**src/rtl/mem_arb_pkg.sv**
```systemverilog
// Shared definitions for the memory arbiter: response FSM encodings, the
// default starvation limit and a small decode helper. Also used by the SOC top.
package mem_arb_pkg;

  // Consecutive data grants tolerated while a fetch request is waiting.
  localparam int STARVE_MAX_DEF = 4;

  // Response FSM encodings: what was issued to the RAM in the previous cycle.
  localparam logic [1:0] ST_IDLE = 2'd0;
  localparam logic [1:0] ST_I_RD = 2'd1;
  localparam logic [1:0] ST_D_RD = 2'd2;
  localparam logic [1:0] ST_D_WR = 2'd3;

  // A data request with any byte lane enabled is a write.
  function automatic logic is_write(input logic [3:0] wmask);
    return |wmask;
  endfunction

endpackage

```
**src/rtl/mem_arbiter.sv**
```systemverilog
// Two-requester arbiter in front of a single-port RAM with 1-cycle read
// latency. Data wins by default; a fetch that has watched STARVE_MAX data
// grants in a row gets the next slot. Grants and the RAM strobes are
// combinational, so one operation can issue every cycle while the previous
// read's data is being returned.
module mem_arbiter
  import mem_arb_pkg::*;
#(
  parameter int ADDR_W     = 32,
  parameter int STARVE_MAX = STARVE_MAX_DEF
) (
  input  logic              CLK,
  input  logic              RESET,
  // Instruction-fetch port (read-only)
  input  logic              i_req,
  input  logic [ADDR_W-1:0] i_addr,
  output logic              i_gnt,
  output logic              i_rvalid,
  output logic [31:0]       i_rdata,
  // Data port (d_wmask == 0 is a read)
  input  logic              d_req,
  input  logic [ADDR_W-1:0] d_addr,
  input  logic [3:0]        d_wmask,
  input  logic [31:0]       d_wdata,
  output logic              d_gnt,
  output logic              d_rvalid,
  output logic [31:0]       d_rdata,
  // Single-port RAM
  output logic [ADDR_W-1:0] mem_addr,
  output logic              mem_rstrb,
  output logic [3:0]        mem_wmask,
  output logic [31:0]       mem_wdata,
  input  logic [31:0]       mem_rdata
);

  localparam logic [2:0] LP_STARVE_MAX = 3'(STARVE_MAX);

  logic [1:0] r_state;
  logic [2:0] r_starve_cnt;

  logic       w_starved;
  logic       w_i_gnt;
  logic       w_d_gnt;
  logic       w_d_write;
  logic [1:0] w_state_nxt;
  logic [2:0] w_starve_nxt;

  // Priority: data first unless fetch has hit its starvation limit; no grants in reset.
  always_comb begin
    w_d_write = is_write(d_wmask);
    w_starved = i_req && (r_starve_cnt == LP_STARVE_MAX);
    w_d_gnt   = RESET && d_req && !w_starved;
    w_i_gnt   = RESET && i_req && !w_d_gnt;
  end

  assign i_gnt = w_i_gnt;
  assign d_gnt = w_d_gnt;

  // Steer the winner onto the RAM port; everything idles at zero without a grant.
  always_comb begin
    // NOTE: every output gets a default before the if-chain so no path can infer a latch.
    mem_addr  = '0;
    mem_rstrb = 1'b0;
    mem_wmask = 4'b0000;
    mem_wdata = '0;
    if (w_d_gnt) begin
      mem_addr  = d_addr;
      mem_rstrb = !w_d_write;
      mem_wmask = d_wmask;
      mem_wdata = d_wdata;
    end else if (w_i_gnt) begin
      mem_addr  = i_addr;
      mem_rstrb = 1'b1;
    end
  end

  // Next response state follows the operation issued this cycle.
  always_comb begin
    w_state_nxt = ST_IDLE;
    if (w_d_gnt) begin
      w_state_nxt = w_d_write ? ST_D_WR : ST_D_RD;
    end else if (w_i_gnt) begin
      w_state_nxt = ST_I_RD;
    end
  end

  // Starvation counter: counts data grants that overtook a waiting fetch.
  always_comb begin
    w_starve_nxt = r_starve_cnt;
    if (!i_req || w_i_gnt) begin
      w_starve_nxt = 3'd0;
    end else if (w_d_gnt) begin
      w_starve_nxt = r_starve_cnt + 3'd1;
    end
  end

  // Register issued operation and starvation count; reset drops any pending response.
  always_ff @(posedge CLK or negedge RESET) begin
    // NOTE: sequential state uses non-blocking assignments so every flop samples pre-edge values.
    if (!RESET) begin
      r_state      <= ST_IDLE;
      r_starve_cnt <= 3'd0;
    end else begin
      r_state      <= w_state_nxt;
      r_starve_cnt <= w_starve_nxt;
    end
  end

  // Return read data to the port that issued it; data buses read zero when not valid.
  always_comb begin
    i_rvalid = (r_state == ST_I_RD);
    d_rvalid = (r_state == ST_D_RD);
    i_rdata  = i_rvalid ? mem_rdata : 32'd0;
    d_rdata  = d_rvalid ? mem_rdata : 32'd0;
  end

endmodule

```
**config.mk**
```make
export PLATFORM = sky130hd
export DESIGN_NAME = mem_arbiter
export DESIGN_NICKNAME = d
export VERILOG_FILES = /design/src/rtl/mem_arb_pkg.sv /design/src/rtl/mem_arbiter.sv
export SDC_FILE = /design/constraint.sdc
export NUM_CORES = 1
export LEC_CHECK = 0
export ABC_AREA = 1
export CORE_AREA = 5 5 103 105
export CTS_CLUSTER_SIZE = 28
export DETAILED_ROUTE_END_ITERATION = 16
export DIE_AREA = 0 0 108 110
export SLEW_MARGIN = 0
export SYNTH_ARGS = -nofsm -noshare
export SYNTH_HDL_FRONTEND = slang
export SYNTH_SLANG_ARGS = --single-unit
```
**constraint.sdc**
```tcl
create_clock -name CLK -period 1.9 [get_ports CLK]
set_clock_uncertainty 0.15 [all_clocks]
set_input_delay 0.19 -clock CLK [delete_from_list [all_inputs] [get_ports CLK]]
set_output_delay 0.19 -clock CLK [all_outputs]
set_load 0.005 [all_outputs]
```
==> results.py <==
metrics = {
    "drt": {
        "initialDrtViolationCount": 94,
        "via_per_inst": 3.80,
        "ant_nets": 0,
        "routed_wl_um": 10200,
        "drcViolationCount": 0,
        "dr.pass1.iters": 4,
        "post_drt_wl_per_cell_um": 13.3,
        "vias": 2905,
    },
    "layout": {
        "fin_nets": 770,
        "fillCellCount": 967,
        "n_antenna_cell": 0,
        "area_growth_pct": 233,
        "post-route-util_pct": 51.0,
        "area.sequential_sq_um": 125,
        "drive_gt1_share_pct": 21.7,
        "layout_common_cells": "clkdlybuf4s50_1 (144), nor2_1 (100), inv_1 (73), nand2_1 (70), dlygate4sd2_1 (67)",
        "final_common_cell": "clkdlybuf4s50_1",
        "multi_input_area_sq_um": 1030,
        "design_area_sq_um": 4870,
    },
    "critical_path": {
        "crit_required_ps": 1560,
        "crit_path_end": "d_gnt",
        "start_kind": "flop",
        "r2r_cells": 8,
        "crit_path_max_incr_delay_ps": 500,
        "r2r-start": "r_starve_cnt[0]$_DFFE_PN0P_",
        "critPathLaunch": "r_starve_cnt[0]$_DFFE_PN0P_",
        "path_class": "reg2out",
        "crit_chain": "inv_2 -> ha_4 -> nand3_4 -> nand2_4 -> inv_2 -> buf_12 -> clkdlybuf4s50_1",
        "r2r_slack_ps": 510,
        "cp_max_fo": 11,
        "crit_path_end_kind": "output port",
        "timing.critical_path.mode_cell": "inv_2",
        "cp.arrival_ps": 1730,
        "r2r_end": "r_starve_cnt[0]$_DFFE_PN0P_",
        "cp_slowest_cell": "clkdlybuf4s50_1",
    },
    "clock_network": {
        "cts_hold_buf": 0,
        "clkTransAtPathRegs_ps": 40,
        "numCtsBuffers": 3,
        "root_buffer": "clkbuf_8",
        "insertion_delay_ps": 230,
        "cts.sinks": 5,
        "cts_tree": "built",
        "htreeDepth": 1,
        "clock_path_buffers": 2,
    },
    "pwr": {
        "internal-power_w": 0.000836,
        "power_switching_w": 0.000387,
        "ir_worst_vdd_v": 0.000199,
        "power_w": 0.00122,
        "power.leakage_nw": 3.23,
        "swShare_pct": 31.7,
        "seqPwrFrac_pct": 9.4,
        "pwr-share-comb_pct": 74.1,
        "power.share.clock_pct": 16.5,
        "p_per_area_nw_per_um2": 251,
    },
    "hold_path": {
        "hold_path_class": "in2async",
    },
    "floorplan": {
        "core_sq_um": 9550,
        "initial_core_util_pct": 15.3,
        "die_w_um": 108,
        "dieHeight_um": 110,
        "dieArea_sq_um": 11900,
        "ioPinCount": 273,
        "rows": 36,
    },
    "grt": {
        "track_usage_pct": 15.1,
        "grt_pass1_vias": 2931,
        "grt_max_degree": 34,
        "antenna_found_initial": 0,
        "grt_overflow": 0,
        "grt_pass1_wl_um": 14400,
    },
    "sta": {
        "grt_setup_unrepaired": "true",
        "period_minus_slack_ps": 2070,
        "hold_viol_final": 0,
        "maxSlewViolCount": 0,
        "whs_ps": 225,
        "tightestPinTransition_ps": 233,
        "fin_ws_ps": -169,
        "finalCritPeriodShare_pct": 109,
        "setup_viol": 65,
        "max-slew-margin-rel_pct": 84.4,
        "fmax_mhz": 483,
    },
    "run_status": {
        "status": "complete, but fails checks",
        "violations": "negative setup slack",
    },
    "place": {
        "globalplace.congestion": 0.810,
        "post-place-ws_ps": -326,
        "post_dp_cell_area_sq_um": 4490,
        "portBuffers": 272,
        "dpl.hpwl_um": 8210,
    },
    "flow_run": {
        "cap_viol_max_count": 0,
    },
    "synth": {
        "yosysTopAreaCell": "nor2_1",
        "avgSynthCellArea_sq_um": 4.56,
        "synth_seq_cells": 5,
        "yosysTopAreaCellShare_pct": 25.9,
        "synth_nets": 459,
        "ys_warn_count": 0,
        "yosys.cell_types.count": 18,
        "syn_area_sq_um": 1460,
        "seq_area_frac_synth_pct": 8.55,
        "netlist_instances": 321,
        "synth_area_leaders": "nor2_1 (26%), nand2_1 (23%), inv_1 (20%)",
    },
}
metrics by stage:
stage               instances  TNS, ps
floorplan                 321        0
global placement          732   -18410
detailed placement        732   -18970
CTS                       759    -5910
global route              764   -13290
finish                    764    -5920
worst max-delay path: cells and delay by family (launching register included):
family / cells / cell delay, ps
adders and majority gates: 1 / 170
buffers and inverters: 4 / 820
DFF: 1 / 350
and+or+nand+nor: 2 / 150
kinds of logic (layout without fill, tap and decap cells):
logic type | Yosys count | after routing | share of synthesized area (%)
AO/OA/AOI/OAI | 3 | 3 | 1.03
adder cells (fa/ha/maj) | 2 | 2 | 1.71
buffers and inverters | 95 | 405 | 28.7
flip-flops | 5 | 5 | 8.55
AND/OR/NAND/NOR | 216 | 216 | 60.0
synthesized netlist by cell type, drive strengths merged:
cell and count:
nand2 110, nor2 101, inv 78, buf 10, clkbuf 6, dfrtp 5
nand3 3, a21oi 2, ha 2, nand4 2, clkinv 1, o21ai 1
flip-flops by register name (all words and copies together), names as in the netlist:
name / count
r_starve_cnt: 3
r_state: 2
power by group through the flow:
stage               clock network, W  logic [W]  registers (W)
floorplan                          0   0.000224       0.000115
global placement                   0   0.000869       0.000115
detailed placement                 0   0.000876       0.000115
CTS                         0.000206   0.000881       0.000114
global route                0.000216   0.000981       0.000116
finish                      0.000202   0.000906       0.000115
worst min path at each step:
stage	startpoint	slack [ps]	endpoint	cells past startpoint
2_1_floorplan	RESET	-260	r_starve_cnt[0]$_DFFE_PN0P_	0
3_3_place_gp	r_starve_cnt[0]$_DFFE_PN0P_	420	r_starve_cnt[0]$_DFFE_PN0P_	3
3_5_place_dp	r_starve_cnt[0]$_DFFE_PN0P_	420	r_starve_cnt[0]$_DFFE_PN0P_	3
4_1_cts	RESET	230	r_starve_cnt[1]$_DFFE_PN0P_	3
5_1_grt	RESET	230	r_starve_cnt[1]$_DFFE_PN0P_	3
6_report	RESET	230	r_starve_cnt[1]$_DFFE_PN0P_	3
per-layer routing:
layer	vias to the layer above	global-route usage, %	wire, um
li1	1502	-	-
met1	1247	15.2	3490
met2	146	30.5	5510
met3	10	4.25	1030
met4	0	3.70	132
met5	-	0	0
final cells by class:
cell class / count / area share, %
inverter: 79 / 6.24
multi-input combinational: 221 / 21.1
tap: 133 / 3.42
timing repair buffer: 322 / 65.8
clock buffer: 4 / 0.924
sequential: 5 / 2.57
timing repair:
action                     4_1_cts  5_1_grt
setup endpoints to repair      103      105
resized for setup              220       80
pin swaps                        0       11
setup buffers                   20        8
gates cloned                     3        1
Note: power is estimated with default switching activity, not from simulation.
